$ cat src/rtl/beat_pkg.sv
// ============================================================================
// Module : beat_pkg
// Brief  : Shared types, constants and entry field helpers for beat_sequencer.
// Rev    : 1.0 - initial release
// ============================================================================
`default_nettype none

package beat_pkg;

    typedef enum logic [2:0] {
        ST_IDLE    = 3'd0,
        ST_REC     = 3'd1,
        ST_FLUSH   = 3'd2,
        ST_P_FETCH = 3'd3,
        ST_P_HOLD  = 3'd4
    } state_t;

    localparam int              KEY_W       = 7;
    localparam logic [KEY_W-1:0] KEY_SILENT = '0;

    // Helpers work on a widest-case container; callers cast to their real width.
    localparam int DUR_MAX_W   = 16;
    localparam int ENTRY_MAX_W = KEY_W + DUR_MAX_W;

    function automatic int entry_w(input int dur_w);
        return KEY_W + dur_w;
    endfunction

    function automatic logic [ENTRY_MAX_W-1:0] entry_pack(
        input logic [KEY_W-1:0]     key,
        input logic [DUR_MAX_W-1:0] dur,
        input int                   dur_w
    );
        return (ENTRY_MAX_W'(key) << dur_w) | ENTRY_MAX_W'(dur);
    endfunction

    function automatic logic [KEY_W-1:0] entry_key(
        input logic [ENTRY_MAX_W-1:0] e,
        input int                     dur_w
    );
        return KEY_W'(e >> dur_w);
    endfunction

    function automatic logic [DUR_MAX_W-1:0] entry_dur(
        input logic [ENTRY_MAX_W-1:0] e,
        input int                     dur_w
    );
        logic [ENTRY_MAX_W-1:0] mask;
        mask = ~({ENTRY_MAX_W{1'b1}} << dur_w);
        return DUR_MAX_W'(e & mask);
    endfunction

endpackage

`default_nettype wire

$ cat src/rtl/beat_sequencer_if.sv
// ============================================================================
// Module : beat_sequencer_if
// Brief  : Control, key stream and status bundle of the beat sequencer.
// Rev    : 1.0 - initial release
// ============================================================================
`default_nettype none

interface beat_sequencer_if #(
    parameter int DEPTH_LOG2 = 6
) ();
    import beat_pkg::*;

    logic [KEY_W-1:0]    key_in;
    logic                rec_start;
    logic                rec_stop;
    logic                play_start;
    logic                play_stop;
    logic                loop_en;
    logic [KEY_W-1:0]    key_out;
    logic                recording;
    logic                playing;
    logic                full;
    logic [DEPTH_LOG2:0] entry_count;

    modport master (
        output key_in, rec_start, rec_stop, play_start, play_stop, loop_en,
        input  key_out, recording, playing, full, entry_count
    );

    modport slave (
        input  key_in, rec_start, rec_stop, play_start, play_stop, loop_en,
        output key_out, recording, playing, full, entry_count
    );

endinterface

`default_nettype wire

$ cat src/rtl/beat_mem.sv
// ============================================================================
// Module : beat_mem
// Brief  : Simple dual-port synchronous RAM, registered read, no content reset.
// Rev    : 1.0 - initial release
// ============================================================================
`default_nettype none

module beat_mem #(
    parameter int ADDR_W = 6,
    parameter int WIDTH  = 15
) (
    input  wire logic              clock,
    input  wire logic              i_wr_en,
    input  wire logic [ADDR_W-1:0] i_wr_addr,
    input  wire logic [WIDTH-1:0]  i_wr_data,
    input  wire logic [ADDR_W-1:0] i_rd_addr,
    output logic      [WIDTH-1:0]  o_rd_data
);

    logic [WIDTH-1:0] mem [1<<ADDR_W];

    always_ff @(posedge clock) begin
        if (i_wr_en) begin
            mem[i_wr_addr] <= i_wr_data;
        end
        o_rd_data <= mem[i_rd_addr];
    end

endmodule

`default_nettype wire

$ cat src/rtl/beat_sequencer.sv
// ============================================================================
// Module : beat_sequencer
// Brief  : Records a key stream as run-length {key, ticks} entries and replays it.
// Rev    : 1.0 - initial release
// ============================================================================
`default_nettype none

module beat_sequencer
    import beat_pkg::*;
#(
    parameter int TICK_DIV   = 500000,
    parameter int DEPTH_LOG2 = 6,
    parameter int DUR_W      = 8
) (
    input  wire logic          clock,
    input  wire logic          resetn,
    beat_sequencer_if.slave    bus
);

    localparam int ENTRY_W = entry_w(DUR_W);
    localparam int DIV_W   = (TICK_DIV > 2) ? $clog2(TICK_DIV) : 1;
    localparam int CNT_W   = DEPTH_LOG2 + 1;

    localparam logic [DIV_W-1:0]      DIV_LAST  = DIV_W'(TICK_DIV - 1);
    localparam logic [DIV_W-1:0]      DIV_ONE   = DIV_W'(1);
    localparam logic [DUR_W-1:0]      DUR_MAX   = '1;
    localparam logic [DUR_W-1:0]      DUR_ONE   = DUR_W'(1);
    localparam logic [DUR_W-1:0]      DUR_ZERO  = '0;
    localparam logic [CNT_W-1:0]      CNT_ONE   = CNT_W'(1);
    localparam logic [CNT_W-1:0]      CNT_ZERO  = '0;
    localparam logic [CNT_W-1:0]      CNT_FULL  = CNT_W'(1 << DEPTH_LOG2);
    localparam logic [CNT_W-1:0]      CNT_LAST  = CNT_W'((1 << DEPTH_LOG2) - 1);
    localparam logic [DEPTH_LOG2-1:0] PTR_ONE   = DEPTH_LOG2'(1);
    localparam logic [DEPTH_LOG2-1:0] PTR_ZERO  = '0;

    state_t                state_q, state_d;
    logic [DIV_W-1:0]      div_q, div_d;
    logic [DEPTH_LOG2-1:0] rptr_q, rptr_d;
    logic [CNT_W-1:0]      entry_count_q, entry_count_d;
    logic [KEY_W-1:0]      run_key_q, run_key_d;
    logic [DUR_W-1:0]      run_dur_q, run_dur_d;
    logic [DUR_W-1:0]      dur_cnt_q, dur_cnt_d;
    logic [KEY_W-1:0]      key_out_q, key_out_d;

    logic                  tick;
    logic                  clear_div;
    logic                  wr_en;
    logic [ENTRY_W-1:0]    wr_data;
    logic [ENTRY_W-1:0]    rd_data;
    logic [KEY_W-1:0]      t_key;
    logic [DUR_W-1:0]      t_dur;
    logic                  t_write;
    logic                  last_entry;

    assign tick       = (div_q == DIV_LAST);
    assign div_d      = (clear_div || tick) ? '0 : div_q + DIV_ONE;
    assign last_entry = ({1'b0, rptr_q} == (entry_count_q - CNT_ONE));

    // Reading at the next pointer lets the entry be ready during P_FETCH,
    // so key_out can be registered on the way into P_HOLD.
    beat_mem #(
        .ADDR_W (DEPTH_LOG2),
        .WIDTH  (ENTRY_W)
    ) u_mem (
        .clock     (clock),
        .i_wr_en   (wr_en),
        .i_wr_addr (entry_count_q[DEPTH_LOG2-1:0]),
        .i_wr_data (wr_data),
        .i_rd_addr (rptr_d),
        .o_rd_data (rd_data)
    );

    always_comb begin
        state_d       = state_q;
        rptr_d        = rptr_q;
        entry_count_d = entry_count_q;
        run_key_d     = run_key_q;
        run_dur_d     = run_dur_q;
        dur_cnt_d     = dur_cnt_q;
        key_out_d     = key_out_q;
        clear_div     = 1'b0;
        wr_en         = 1'b0;
        wr_data       = ENTRY_W'(entry_pack(run_key_q, DUR_MAX_W'(run_dur_q), DUR_W));
        t_key         = run_key_q;
        t_dur         = run_dur_q;
        t_write       = 1'b0;

        unique case (state_q)
            ST_IDLE: begin
                key_out_d = KEY_SILENT;
                if (bus.rec_start) begin
                    state_d       = ST_REC;
                    entry_count_d = CNT_ZERO;
                    run_key_d     = bus.key_in;
                    run_dur_d     = DUR_ZERO;
                    clear_div     = 1'b1;
                end else if (bus.play_start && (entry_count_q != CNT_ZERO)) begin
                    state_d   = ST_P_FETCH;
                    rptr_d    = PTR_ZERO;
                    clear_div = 1'b1;
                end
            end

            ST_REC: begin
                if (tick) begin
                    if ((bus.key_in == run_key_q) && (run_dur_q != DUR_MAX)) begin
                        t_dur = run_dur_q + DUR_ONE;
                    end else begin
                        t_write = (run_dur_q != DUR_ZERO);
                        t_key   = bus.key_in;
                        t_dur   = DUR_ONE;
                    end
                end
                run_key_d = t_key;
                run_dur_d = t_dur;
                if (t_write) begin
                    wr_en         = 1'b1;
                    entry_count_d = entry_count_q + CNT_ONE;
                end

                if (t_write && (entry_count_q == CNT_LAST)) begin
                    state_d   = ST_IDLE;
                    run_dur_d = DUR_ZERO;
                end else if (bus.rec_stop) begin
                    // A tick write already used the port: defer the flush a cycle.
                    if (t_write) begin
                        state_d = ST_FLUSH;
                    end else begin
                        if (t_dur != DUR_ZERO) begin
                            wr_en         = 1'b1;
                            wr_data       = ENTRY_W'(entry_pack(t_key, DUR_MAX_W'(t_dur), DUR_W));
                            entry_count_d = entry_count_q + CNT_ONE;
                        end
                        run_dur_d = DUR_ZERO;
                        state_d   = ST_IDLE;
                    end
                end
            end

            ST_FLUSH: begin
                if (run_dur_q != DUR_ZERO) begin
                    wr_en         = 1'b1;
                    entry_count_d = entry_count_q + CNT_ONE;
                end
                run_dur_d = DUR_ZERO;
                state_d   = ST_IDLE;
            end

            ST_P_FETCH: begin
                if (bus.play_stop) begin
                    state_d   = ST_IDLE;
                    key_out_d = KEY_SILENT;
                end else begin
                    state_d   = ST_P_HOLD;
                    key_out_d = entry_key(ENTRY_MAX_W'(rd_data), DUR_W);
                    dur_cnt_d = DUR_W'(entry_dur(ENTRY_MAX_W'(rd_data), DUR_W));
                end
            end

            ST_P_HOLD: begin
                if (bus.play_stop) begin
                    state_d   = ST_IDLE;
                    key_out_d = KEY_SILENT;
                end else if (tick) begin
                    if (dur_cnt_q > DUR_ONE) begin
                        dur_cnt_d = dur_cnt_q - DUR_ONE;
                    end else if (last_entry && !bus.loop_en) begin
                        state_d   = ST_IDLE;
                        key_out_d = KEY_SILENT;
                    end else begin
                        rptr_d    = last_entry ? PTR_ZERO : rptr_q + PTR_ONE;
                        state_d   = ST_P_FETCH;
                        clear_div = 1'b1;
                    end
                end
            end

            default: begin
                state_d   = ST_IDLE;
                key_out_d = KEY_SILENT;
            end
        endcase
    end

    always_ff @(posedge clock or negedge resetn) begin
        if (!resetn) begin
            state_q       <= ST_IDLE;
            div_q         <= '0;
            rptr_q        <= '0;
            entry_count_q <= '0;
            run_key_q     <= '0;
            run_dur_q     <= '0;
            dur_cnt_q     <= '0;
            key_out_q     <= '0;
        end else begin
            state_q       <= state_d;
            div_q         <= div_d;
            rptr_q        <= rptr_d;
            entry_count_q <= entry_count_d;
            run_key_q     <= run_key_d;
            run_dur_q     <= run_dur_d;
            dur_cnt_q     <= dur_cnt_d;
            key_out_q     <= key_out_d;
        end
    end

    assign bus.key_out     = key_out_q;
    assign bus.recording   = (state_q == ST_REC) || (state_q == ST_FLUSH);
    assign bus.playing     = (state_q == ST_P_FETCH) || (state_q == ST_P_HOLD);
    assign bus.full        = (entry_count_q == CNT_FULL);
    assign bus.entry_count = entry_count_q;

endmodule

`default_nettype wire

$ cat src/flat_wrapper.sv
// flat-port wrapper written by rule: the top's interface ports become plain ports
module beat_sequencer_flat import beat_pkg::*;
#(
    parameter int TICK_DIV   = 500000,
    parameter int DEPTH_LOG2 = 6,
    parameter int DUR_W      = 8
)
  (clock, resetn, bus_key_in, bus_rec_start, bus_rec_stop, bus_play_start, bus_play_stop, bus_loop_en, bus_key_out, bus_recording, bus_playing, bus_full, bus_entry_count);
  beat_sequencer_if #(.DEPTH_LOG2(DEPTH_LOG2)) bus_i ();
  input  wire logic clock;
  input  wire logic resetn;
  input wire logic [$bits(bus_i.key_in)-1:0] bus_key_in;
  input wire logic [$bits(bus_i.rec_start)-1:0] bus_rec_start;
  input wire logic [$bits(bus_i.rec_stop)-1:0] bus_rec_stop;
  input wire logic [$bits(bus_i.play_start)-1:0] bus_play_start;
  input wire logic [$bits(bus_i.play_stop)-1:0] bus_play_stop;
  input wire logic [$bits(bus_i.loop_en)-1:0] bus_loop_en;
  output wire logic [$bits(bus_i.key_out)-1:0] bus_key_out;
  output wire logic [$bits(bus_i.recording)-1:0] bus_recording;
  output wire logic [$bits(bus_i.playing)-1:0] bus_playing;
  output wire logic [$bits(bus_i.full)-1:0] bus_full;
  output wire logic [$bits(bus_i.entry_count)-1:0] bus_entry_count;
  assign bus_i.key_in = bus_key_in;
  assign bus_i.rec_start = bus_rec_start;
  assign bus_i.rec_stop = bus_rec_stop;
  assign bus_i.play_start = bus_play_start;
  assign bus_i.play_stop = bus_play_stop;
  assign bus_i.loop_en = bus_loop_en;
  assign bus_key_out = bus_i.key_out;
  assign bus_recording = bus_i.recording;
  assign bus_playing = bus_i.playing;
  assign bus_full = bus_i.full;
  assign bus_entry_count = bus_i.entry_count;
  beat_sequencer #(.TICK_DIV(TICK_DIV), .DEPTH_LOG2(DEPTH_LOG2), .DUR_W(DUR_W)) u_core (.clock(clock), .resetn(resetn), .bus(bus_i));
endmodule
$ cat config.mk
export PLATFORM = sky130hd
export DESIGN_NAME = beat_sequencer_flat
export DESIGN_NICKNAME = d
export VERILOG_FILES = /design/src/rtl/beat_pkg.sv /design/src/rtl/beat_sequencer_if.sv /design/src/rtl/beat_mem.sv /design/src/rtl/beat_sequencer.sv /design/src/flat_wrapper.sv
export SDC_FILE = /design/constraint.sdc
export NUM_CORES = 1
export LEC_CHECK = 0
export CAP_MARGIN = 15
export CELL_PAD_IN_SITES_DETAIL_PLACEMENT = 2
export CELL_PAD_IN_SITES_GLOBAL_PLACEMENT = 2
export CORE_ASPECT_RATIO = 1.1
export CORE_MARGIN = 4
export CORE_UTILIZATION = 30
export DETAILED_ROUTE_END_ITERATION = 16
export DONT_BUFFER_PORTS = 1
export PLACE_DENSITY = 0.67
export SLEW_MARGIN = 20
export SYNTH_ARGS = -nofsm -noshare
export SYNTH_HDL_FRONTEND = slang
export SYNTH_SLANG_ARGS = --single-unit
$ cat constraint.sdc
create_clock -name clock -period 7.85 [get_ports clock]
set_clock_uncertainty 0.05 [all_clocks]
set_input_delay 1.57 -clock clock [delete_from_list [all_inputs] [get_ports clock]]
set_output_delay 1.57 -clock clock [all_outputs]
set_load 0.1 [all_outputs]
### After elaboration in Yosys (flattened, before gate mapping)

Memory sizes are Yosys's and may differ from the RTL's. A register that Yosys moved wholly into a read port is not among the register bits.
Cells that the tools add are included.
W data, S select, Z words.

| operators by class | value |
|---|---|
| add/sub/neg operators | 6 |
| order comparisons | 1 |
| eq/ne operators | 21 |
| multiplexer cells | 76 |
| bitwise logic cells | 3 |
| reduce and logical (&&, ||, !) cells | 22 |

Operator list:

| operator | number |
|---|---|
| $mux W7 | 16 |
| $mux W8 | 11 |
| $mux W15 | 5 |
| $mux W6 | 7 |
| $pmux W7 S3 | 2 |
| $or A15 B8 Y15 | 2 |
| $mux W3 | 8 |
| $pmux W8 S3 | 1 |
| $add A19 B1 Y19 const B | 1 |
| $eq A19 B19 Y1 const B | 1 |
| $mux W19 | 1 |
| $mux W1 | 17 |
| $pmux W8 S2 | 1 |
| $reduce_bool A8 Y1 | 2 |
| $pmux W7 S2 | 1 |
| $ne A3 B2 Y1 const B | 4 |
| $pmux W3 S4 | 1 |
| $pmux W6 S2 | 1 |
| $add A8 B1 Y8 const B | 1 |
| $gt A8 B1 Y1 const B | 1 |
| $ne A8 B8 Y1 const B | 1 |
| $reduce_and A4 Y1 | 2 |
| $sub A8 B1 Y8 const B | 1 |
| $add A7 B1 Y7 const B | 1 |
| 26 further kinds | 40 |

| storage, ports and cells | value |
|---|---|
| register bits after elaboration | 65 |
| memory bits (writable) | 960 |
| input bits | 14 |
| output and inout port bits | 17 |
| logic and storage cells | 138 |
| memories | 1 |

Memories:

| name | depth | width | read ports | clocked after Yosys merged registers in | wr ports | RTL line | RTL |
|---|---|---|---|---|---|---|---|
| u_core.u_mem.mem | 64 | 15 | 1 | 1 | 1 | beat_mem.sv:20 | `logic [WIDTH-1:0] mem [1<<ADDR_W];` |

### Longest topological paths before layout

Gate-level depths: netlist of the first run.

| logic depth | value |
|---|---|
| word-level depth | 13 |
| depth in mapped cells | 18 |
| mapped depth without buffers | 13 |

### Cells and area by module

Synthesis of the first run repeated with hierarchy kept, for this count alone.

| unflattened totals | value |
|---|---|
| cells, all modules | 2,169 |
| area total of the unflattened synthesis | 41,578.6 um^2 |

Modules (own cells, without submodules):

| module | instances | cells an instance | area each (um^2) | seq. area each (um^2) |
|---|---|---|---|---|
| beat_mem | 1 | 1,638 | 37,189.4 | 29,127.9 |
| beat_sequencer | 1 | 531 | 4,389.2 | 1,626.6 |

### Least setup slack after synthesis of the first run

No wires, ideal clock.

| timing path | value |
|---|---|
| path kind | input to register |
| start | in bus_key_in[2] |
| end | mem u_core.u_mem.mem[0][5] (data pin) |
| setup time | 0.721 ns |
| data arrival time | 5.309 ns |
| data required time | 7.079 ns |
| path slack | 1.769 ns |
| cell stages on the path | 7 |
| buffers on the path | 1 |
| path through | xnor2_1 -> nand4_1 -> or3_1 -> clkbuf_1 -> nand2_1 -> nand3_1 -> o31ai_1 |

| on the way | value |
|---|---|
| cells in the longest elaborated chain, start to end | 11 |
| elaborated cells between the ends (all ways) | 16 |
| those cells by class | 1 x eq/ne; 11 x mux; 1 x bitwise; 3 x reduce/logical |

Ends and longest elaborated chain:

| item | RTL line | RTL |
|---|---|---|
| from (decl) | flat_wrapper.sv:12 | `input wire logic [$bits(bus_i.key_in)-1:0] bus_key_in;` |
| $eq A7 B7 Y1 * | beat_sequencer.sv:106 | `if ((bus.key_in == run_key_q) && (run_dur_q != DUR_MAX)) begin` |
| $logic_and A1 B1 Y1 * | beat_sequencer.sv:106 |  |
| $mux W8 | beat_sequencer.sv:106 |  |
| $mux W8 | beat_sequencer.sv:105 | `if (tick) begin` |
| $mux W8 | beat_sequencer.sv:88 | `unique case (state_q)` |
| $reduce_bool A8 Y1 or $or A15 B8 Y15 (tied branches) | beat_sequencer.sv:129, beat_pkg.sv:34 |  |
| $mux W15 | beat_sequencer.sv:129 | `if (t_dur != DUR_ZERO) begin` |
| $mux W15 | beat_sequencer.sv:126 | `if (t_write) begin` |
| $mux W15 | beat_sequencer.sv:124 | `end else if (bus.rec_stop) begin` |
| $mux W15 * | beat_sequencer.sv:121 | `if (t_write && (entry_count_q == CNT_LAST)) begin` |
| $mux W15 * | beat_sequencer.sv:88 |  |
| net u_core.u_mem.i_wr_data[5] | beat_mem.sv:15 | `input wire logic [WIDTH-1:0] i_wr_data,` |
| to (decl) | beat_mem.sv:20 |  |

Mark *: on every way through the listed nets, which the timed path passes. The rest lies on a longest branch. The select of a mux whose other input is x is not followed.

### Final worst setup path of the first run

| timing path | value |
|---|---|
| start | reg u_core.entry_count_q[5] (netlist: u_core.bus.entry_count[5]) |
| end | reg u_core.u_mem.o_rd_data[7], read port of u_core.u_mem.mem |

| on the way | value |
|---|---|
| cells in the longest elaborated chain, start to end | 8 |
| elaborated cells between the ends (all ways) | 13 |
| those cells by class | 1 x add/sub; 1 x eq/ne; 8 x mux; 3 x reduce/logical |

Ends and longest elaborated chain:

| item | RTL line | RTL |
|---|---|---|
| from (decl) | beat_sequencer.sv:39 | `logic [CNT_W-1:0] entry_count_q, entry_count_d;` |
| from (signal assigned) | beat_sequencer.sv:199 | `entry_count_q <= entry_count_d;` |
| $sub A7 B1 Y7 | beat_sequencer.sv:57 | `assign last_entry = ({1'b0, rptr_q} == (entry_count_q - CNT_ONE));` |
| $eq A6 B7 Y1 | beat_sequencer.sv:57 |  |
| $mux W6 or $logic_and A1 B1 Y1 (tied branches) | beat_sequencer.sv:171, beat_sequencer.sv:167 |  |
| $mux W6 | beat_sequencer.sv:167 | `end else if (last_entry && !bus.loop_en) begin` |
| $mux W6 | beat_sequencer.sv:165 | `if (dur_cnt_q > DUR_ONE) begin` |
| $mux W6 | beat_sequencer.sv:164 | `end else if (tick) begin` |
| $mux W6 | beat_sequencer.sv:161 | `if (bus.play_stop) begin` |
| $pmux W6 S2 * | beat_sequencer.sv:88 |  |
| to (decl) | beat_mem.sv:17 | `output logic [WIDTH-1:0] o_rd_data` |

Mark *: on every way between the ends. The rest lies on a longest branch, timed or not.
A chain may end at the register's enable or synchronous reset.

==> results.txt, run 1 <==
* Fin. Hold Viols: 0
- The number of nets in the synthesized netlist is approximately 3200.
- CTS built an H-tree with a depth of 3.
- Summing the areas of all compound-gate instances in the mapped netlist gives 8.466% of the synthesized area.
- Dividing total power by cell area gives a power density of 260.7 mW/mm^2.
* Main area contributors after synthesis: sky130_fd_sc_hd__edfxtp_1 68%, sky130_fd_sc_hd__nand2_1 6.7%, sky130_fd_sc_hd__dfrtp_1 3.8%
- For the worst setup path, the data arrival time is between 6000 and 7000 ps.
- Measured against the total synthesized area, the mux share comes to under 10%.
* Routed WL per cell: 29.19 um
- Horiz. Die Dim: roughly 370 um
- End-of-flow core utilization: about a third
- Number of global-route vias before repair: roughly 30000
* Area of the mapped netlist: about 0.043 mm^2
* Initial drt markers: about 2800
- Number of warnings printed during yosys synthesis: 0
* Total global-route track usage: around a fifth
- Footprint of the flip-flops and latches: about 0.03 mm^2
- Flip-flop and latch count after synthesis: between 1000 and 1500
- Once the clock tree was built, the setup fixing pass inserted 0 buffers.
* Highest cell delay on the worst timing path: 970 ps
- The critical path contains buffers and inverters numbering 3 combined.
- The design draws roughly 13000 uW.
- The initial antenna violation count is 7.
* Worst slack after detailed placement: around 1200 ps
- Routability-driven placement finished with a final weighted congestion of around 0.8.
* Type of element capturing the critical path: flip-flop
- Main synth FF type: sky130_fd_sc_hd__edfxtp_1
- Setup repair after global routing left no endpoint under its margin.
- Broken down by cell family, the worst path's largest delay share belongs to compound AO/OA/AOI/OAI gates.
- Data required time of the worst path: 8330 ps
- The number of clock buffers added by TritonCTS is around 110.
* Proportion of synthesized chip area in sequential cells: between 70% and 80%
- Traced cell by cell, the critical path runs through buf_4 -> xor2_1 -> a21oi_1 -> o22ai_1 -> o31a_1 -> o21a_4 -> clkinv_8 -> buf_4 -> nand2_1 -> a32oi_1 -> a32o_1 -> a31oi_1 -> o32ai_1.
* Reg power frac: around half
* Count of final setup violators: 0
- GRT Residual Overflow: 0
* Cell area reported after detailed placement: 0.04497 mm^2
- The cell that appears most often on the critical path is sky130_fd_sc_hd__buf_4.
- Area Overhead vs Synth: 13.87%
* Vias per inst: between 5 and 6
- The count of buffers added on input and output ports is 0.
* Clock transition at the registers of the reported paths: 60 ps
- Summed over all cells, the static leakage comes to around 0.017 uW.
* Initial core utilization: about 30%
- Once detail routing completed, the nets flagged for antenna violations numbered 0.
* Combinational family with the most area after synthesis: simple AND/OR/NAND/NOR gates
- Worst setup margin: ~2000 ps
* Maximum fanout along the worst path: around 130
- Actual transition at the worst max-transition pin: roughly 1200 ps
* Worst setup path category: reg -> reg
- Internal power comes to ~9500 uW.
- Entering global routing, the biggest net connects between 100 and 150 pins.
- The post-route netlist has 10.55% of its cells at a drive strength greater than 1.
- IR analysis of the VDD net gives a maximum drop of approximately 0.00019 V.
* Drt total wl: roughly 150000 um
- Derived from the worst setup path, the maximum achievable clock frequency is 0.1693 GHz.
* TritonCTS clock tree: done
* Fraction of synthesized cell area in xor and xnor cells: 0.7205%
- The clock reaches the later pin of the worst-skew pair after roughly 710 ps.
- In the final layout, the multi-input gates occupy 0.01066 mm^2.
- Count of cell types in the netlist: 79
- Combinational Power Share: between 7 and 8%
- Run status: completed
* Cell type with the highest aggregate area in the netlist: sky130_fd_sc_hd__edfxtp_1
- Number of fill cells in the layout: about 14000
* Number of primary I/O pins: 31
* Path class of the lowest-slack min-delay path: reg -> reg
- After Yosys synthesis, and, or, nand and nor cells account for 12.03% of the synthesized area.
* Full die area: 0.1479 mm^2
* Synthesized-area fraction occupied by adder cells: less than 1%
- Mean cell area of the mapped netlist: 13.56 um^2
- Number of flops mapped to enable cells by yosys: between 900 and 1000
- Counting along the longest clock path gives a buffer depth of 3.
- The HPWL after detailed placement is 88970 um.
* Fin crit share: 75.25%
- Psw: 3132 uW
- The first detailed-routing pass ran for 5 iterations.
- Nets: about 3200
- Proportion of total power due to net switching: between 20% and 30%
* Crit start category: flip-flop
* Number of maximum-capacitance violations: 0
- Synthesized instance count: around 3100
* Wire length of the first global-routing pass: around 210000 um
- The initialized floorplan defines around 140 standard-cell rows.
- Std-Cell Core Area: around 0.14 mm^2
- For this design, the sink count on the clock tree is 1040.
- Chip Height: 403.0 um
* Fraction of power consumed by the clock network: about two fifths
- Proportion of netlist area held by the largest area contributor: 67.75%
- Worst-case headroom to the max-slew limit: 22.40%
- Via Count: 28010
* Total Negative Setup Slacks: 0 ps
- The slowest stage of the critical path is the sky130_fd_sc_hd__dfrtp_1 cell.
- Subtracting the final worst setup slack from the clock period gives a little under 6000 ps.
- Async S/R FF share, synth: 6.250%
- Clock root buffer: sky130_fd_sc_hd__clkbuf_16
- Number of buffers added to fix hold violations after cts: 0
- Once the clock tree was built, the resizer swapped 0 gates to a different size.
- For this run, design rule violations remaining after detail routing come to 0.
- The number of pins with negative max-slew slack in the final report is 0.
- Post-route design area: approximately 0.048 mm^2
-- worst paths after layout --
kind | from | end | slack, ps | cells after the start
worst max-delay path | u_core.bus.entry_count[5] | u_core.u_mem.o_rd_data[7] | 1940 | 13
worst min-delay path | u_core.u_mem.o_rd_data[13] | u_core.bus.key_out[5] | 440 | 1
worst max register to register | u_core.bus.entry_count[5] | u_core.u_mem.o_rd_data[7] | 1940 | 13
worst min register to register | u_core.u_mem.o_rd_data[13] | u_core.bus.key_out[5] | 440 | 1
max in group asynchronous | resetn | u_core.bus.key_out[5] | 7080 | 0
min in group asynchronous | resetn | u_core.div_q[3] | 500 | 0
-- stage by stage --
step                      std cells  hold WS [ps]
after global placement         4900         389.3
after detailed placement       4900         418.4
after floorplan                3138         367.5
final                          5105         437.1
after CTS                      5104         443.2
after global routing           5104         469.5
-- sequential cells by signal, indices dropped and copies added, names as in the netlist --
name / count
u_core.bus.entry_count: 7
u_core.bus.key_out: 7
u_core.div_q: 19
u_core.dur_cnt_q: 8
u_core.rptr_q: 6
u_core.run_dur_q: 8
u_core.run_key_q: 7
u_core.state_q: 3
u_core.u_mem.mem: 960
u_core.u_mem.o_rd_data: 15
-- layer usage --
layer	wire length, um	global-route usage (%)	up-vias
met5	13	0	-
met4	4208	6.062	2
met3	8308	2.961	215
met2	73610	33.77	801
met1	62900	25.34	15060
li1	-	-	11940
-- Yosys cell counts (28+ instances only) --
master	count
sky130_fd_sc_hd__nor2_1	141
sky130_fd_sc_hd__a21oi_1	58
sky130_fd_sc_hd__nand3_1	177
sky130_fd_sc_hd__buf_2	65
sky130_fd_sc_hd__nand2_1	764
sky130_fd_sc_hd__a31oi_1	107
sky130_fd_sc_hd__o21ai_0	46
sky130_fd_sc_hd__a32oi_1	121
sky130_fd_sc_hd__mux2i_1	120
sky130_fd_sc_hd__and3_1	28
sky130_fd_sc_hd__a32o_1	61
sky130_fd_sc_hd__edfxtp_1	960
sky130_fd_sc_hd__clkbuf_1	76
sky130_fd_sc_hd__dfrtp_1	65
sky130_fd_sc_hd__buf_4	30
-- cell families after synthesis --
kind of cell	count (synthesis)
adders and majority gates	9
AOI/OAI and AO/OA	487
buffers and inverters	225
xor gates and xnor gates	35
muxes	136
DFF	1040
and+or+nand+nor	1206
-- layout by cell type (no fill, tap or decap), types with 61 or more instances in the layout --
| master | count |
|---|---|
| sky130_fd_sc_hd__clkbuf_16 | 112 |
| sky130_fd_sc_hd__buf_4 | 130 |
| sky130_fd_sc_hd__mux2i_1 | 120 |
| sky130_fd_sc_hd__edfxtp_1 | 960 |
| sky130_fd_sc_hd__dfrtp_1 | 64 |
| sky130_fd_sc_hd__nand3_1 | 177 |
| sky130_fd_sc_hd__a31oi_1 | 105 |
| sky130_fd_sc_hd__nor2_1 | 138 |
| sky130_fd_sc_hd__a32o_1 | 61 |
| sky130_fd_sc_hd__nand2_1 | 764 |
| sky130_fd_sc_hd__a32oi_1 | 121 |
-- power by group through the flow --
stage	clock network (uW)	logic, uW	registers (uW)
2_1_floorplan	0	530	6620
3_3_place_gp	0	933	6640
3_5_place_dp	0	971	6640
4_1_cts	5210	977	6530
5_1_grt	5440	1050	6540
6_report	5120	984	6530
-- final cells by class --
class | count | area share, %
multi-input cells | 1873 | 22.00
diodes | 1 | 0.005165
flip-flops and latches | 1040 | 63.48
well taps | 1825 | 4.713
clock buffers | 149 | 6.154
inverters | 22 | 0.1963
repair buffers | 140 | 2.443
clock inverters | 55 | 1.012
Note: power is estimated with default switching activity, not from simulation.
==> run 2, diff against run 1 <==
==> constraint.sdc (replaced) <==
create_clock -name clock -period 5.84 [get_ports clock]
set_clock_uncertainty 0.05 [all_clocks]
set_input_delay 1.168 -clock clock [delete_from_list [all_inputs] [get_ports clock]]
set_output_delay 1.168 -clock clock [all_outputs]
set_load 0.1 [all_outputs]
==> run 2 against run 1 <==
Against the previous run: sequential share of layout area shrank 0.71 points; design area grew 1.1%; die area is the same; critical path depth shrank 1; via count shrank 0.73%; core utilization grew 0.39 points; hold slack lost 360 ps; global-route usage shrank 0.48 points; register-to-register slack lost 1300 ps; sequential cell count is the same; first-iteration DRC count shrank 21%; clock power grew 36%; critical path type unchanged.
==> results.txt, run 2 (synthesis gave the netlist of run 1 again) <==
* Total Negative Setup Slacks: 0 ps
- Derived from the worst setup path, the maximum achievable clock frequency is slightly below 0.2 GHz.
- After detailed routing, the number of vias per cell comes to roughly 5.4.
* First-pass iteration count of the detailed router: 5
- After clock tree synthesis, the flow added hold-fix buffers numbering 0.
- Total of cells resized after clock tree synthesis: 0
- Worst-case headroom to the max-slew limit: between 20% and 30%
- Multi-input gate area in the final layout: 0.01064 mm^2
- Setup repair after global routing left no endpoint under its margin.
- Flop2flop setup slack: between 600 and 700 ps
* Most common cell after layout, fill and taps aside: sky130_fd_sc_hd__edfxtp_1
- The longest clock path from root to sink contains 3 buffers.
- After layout, the design draws a total of ~17000 uW.
* Run status: completed
- Finished Layout Cells: approximately 5100
- 31 I/O pins were placed.
- The number of global-route vias before repair came to between 20000 and 30000.
- Type of element capturing the critical path: flip-flop
- Fin. Hold Viols: 0
- Clock root buffer: sky130_fd_sc_hd__clkbuf_16
- For this run the aggregate overflow at the end of global routing stands at 0.
* Routed WL per cell: approximately 28 um
- CTS buffer count: around 110
* Registers with the highest flip-flop counts: u_core.u_mem.mem (960), u_core.div_q (19), u_core.u_mem.o_rd_data (15)
- The first global-routing pass estimated about 210000 um of wire.
- Level count of the clock H-tree: 3
- CTS sink cnt: 1040
- After clock tree synthesis, the clock-pin slew on the worst setup and hold paths is ~60 ps.
- The worst setup path is launched from a flip-flop.
* Critical register-to-register path startpoint: u_core.state_q[1]
- The analysis attributes to cell leakage a power of 0.01738 uW.
- After detailed routing, the number of remaining DRC violations is 0.
- Initial core utilization: about 30%
- Number of maximum-capacitance violations: 0
- The sequential cells in the finished layout cover a total of 0.03076 mm^2.
- Maximum number of pins on one net before global-route repair: 84
- Area Overhead vs Synth: 15.16%
* Worst setup path category: reg -> reg
- In this run the standard cell core region covers between 0.1 and 0.15 mm^2.
- Worst reg2reg path endpoint: u_core.u_mem.o_rd_data[10]
- In this run the power density over the cells is between 300 and 400 mW/mm^2.
- TritonCTS built the clock tree.
* Buffers inserted by post-CTS timing repair: 0
- Setup violations remaining at the end of the flow were counted as 0.
* Number of rows created at floorplan: 144
* Arrival time at the worst endpoint: 5650 ps
* Max-slew violations: 0
* Placed cell count: 4939
* Total global-route track usage: 19.07%
- Max FFs per register: 960
- VDD sags by at most between 0.0002 and 0.0003 V.
- Detail Placement HPWL: between 80000 and 90000 um
- The routed design has ~140000 um of wire.
* Hold slack final: ~80 ps
* Via Count: between 20000 and 30000
- The initial antenna violation count was 4.
- Nets: about 3200
- At the pin with the least slew margin, the transition time is 1182 ps.
- Chip Height: roughly 400 um
* Register with the most flip-flops: u_core.u_mem.mem
- Count of input and output buffers: 0
* Horiz. Die Dim: between 300 and 400 um
* Worst reg-to-reg path cell count: 12
* Insertion delay to the later sink of the worst-skew pair: 730 ps
* Share of layout cells above drive strength 1: 11.82%
- Fill cells in the final layout number 14440.
- The congestion estimate from routability-driven global placement came to 0.8000.
- The die covers roughly 0.15 mm^2.
- Antenna Nets Post-Route: 0
- Along the worst path, the maximum fanout reaches 12.
* Data required time of the worst path: 6330 ps
* Shortest period the worst path allows: ~5200 ps
- Path class of the lowest-slack min-delay path: in -> async
* Commonest cells after routing, fill and taps aside: 960 x sky130_fd_sc_hd__edfxtp_1, 764 x sky130_fd_sc_hd__nand2_1, 177 x sky130_fd_sc_hd__nand3_1, 151 x sky130_fd_sc_hd__buf_4, 138 x sky130_fd_sc_hd__nor2_1
* Initial drt markers: between 2000 and 2500
- The final critical path takes up between 80 and 90% of the cycle.
[run 2: how the worst max path moves through the flow]
stage	from	to	slack, ps	depth (start not counted)
finish	u_core.state_q[1]	u_core.u_mem.o_rd_data[10]	680	12
CTS	u_core.state_q[1]	u_core.u_mem.o_rd_data[10]	690	12
detailed placement	bus_play_stop	u_core.u_mem.o_rd_data[10]	60	12
global placement	bus_play_stop	u_core.u_mem.o_rd_data[10]	200	12
global route	u_core.state_q[1]	u_core.u_mem.o_rd_data[10]	530	12
floorplan	bus_key_in[2]	u_core.u_mem.mem[0][5]	160	7
[run 2: per-stage QoR]
| stage | utilization (%) | area, um^2 | setup slack [ps] |
|---|---|---|---|
| after floorplan | - | 42550 | 161.4 |
| after global placement | 32.36 | 45480 | 198.6 |
| after detailed placement | 32.36 | 45480 | 56.15 |
| after CTS | 34.86 | 48990 | 691.6 |
| after global routing | 34.86 | 48990 | 531.7 |
| final | 34.87 | 49000 | 683.8 |
[run 2: final cells by class]
| type | count | share of cell area (%) |
|---|---|---|
| Antenna cell | 2 | 0.01021 |
| Clock buffer | 151 | 6.134 |
| Clock inverter | 51 | 1.042 |
| Inverter | 22 | 0.1941 |
| Multi-Input combinational cell | 1873 | 21.72 |
| Sequential cell | 1040 | 62.77 |
| Tap cell | 1825 | 4.660 |
| Timing Repair Buffer | 179 | 3.473 |
[run 2: worst max-delay path: stages (launching register included)]
cell	delay (ps)
sky130_fd_sc_hd__dfrtp_1	490
sky130_fd_sc_hd__or4b_1	700
sky130_fd_sc_hd__nor4b_4	380
sky130_fd_sc_hd__and3_2	280
sky130_fd_sc_hd__o31a_1	460
sky130_fd_sc_hd__o21a_1	270
sky130_fd_sc_hd__inv_1	90
sky130_fd_sc_hd__nor2_2	610
sky130_fd_sc_hd__buf_4	280
sky130_fd_sc_hd__a32oi_1	120
sky130_fd_sc_hd__a32o_1	270
sky130_fd_sc_hd__a31oi_1	790
sky130_fd_sc_hd__o32ai_1	170
[run 2: routing by layer]
metal	global-route usage, %	vias to the layer above	part of all wire (%)
li1	-	11990	-
met1	24.66	14820	42
met2	33.00	774	50
met3	2.635	218	5.2
met4	6.361	6	2.9
met5	0	-	0.032
[run 2: where the power goes]
group	total, uW	leakage [uW]	switching [uW]	internal [uW]
sequential	8790	0.00964	151	8640
combinational	1370	0.00602	1080	295
clock	6950	0.00172	2970	3980
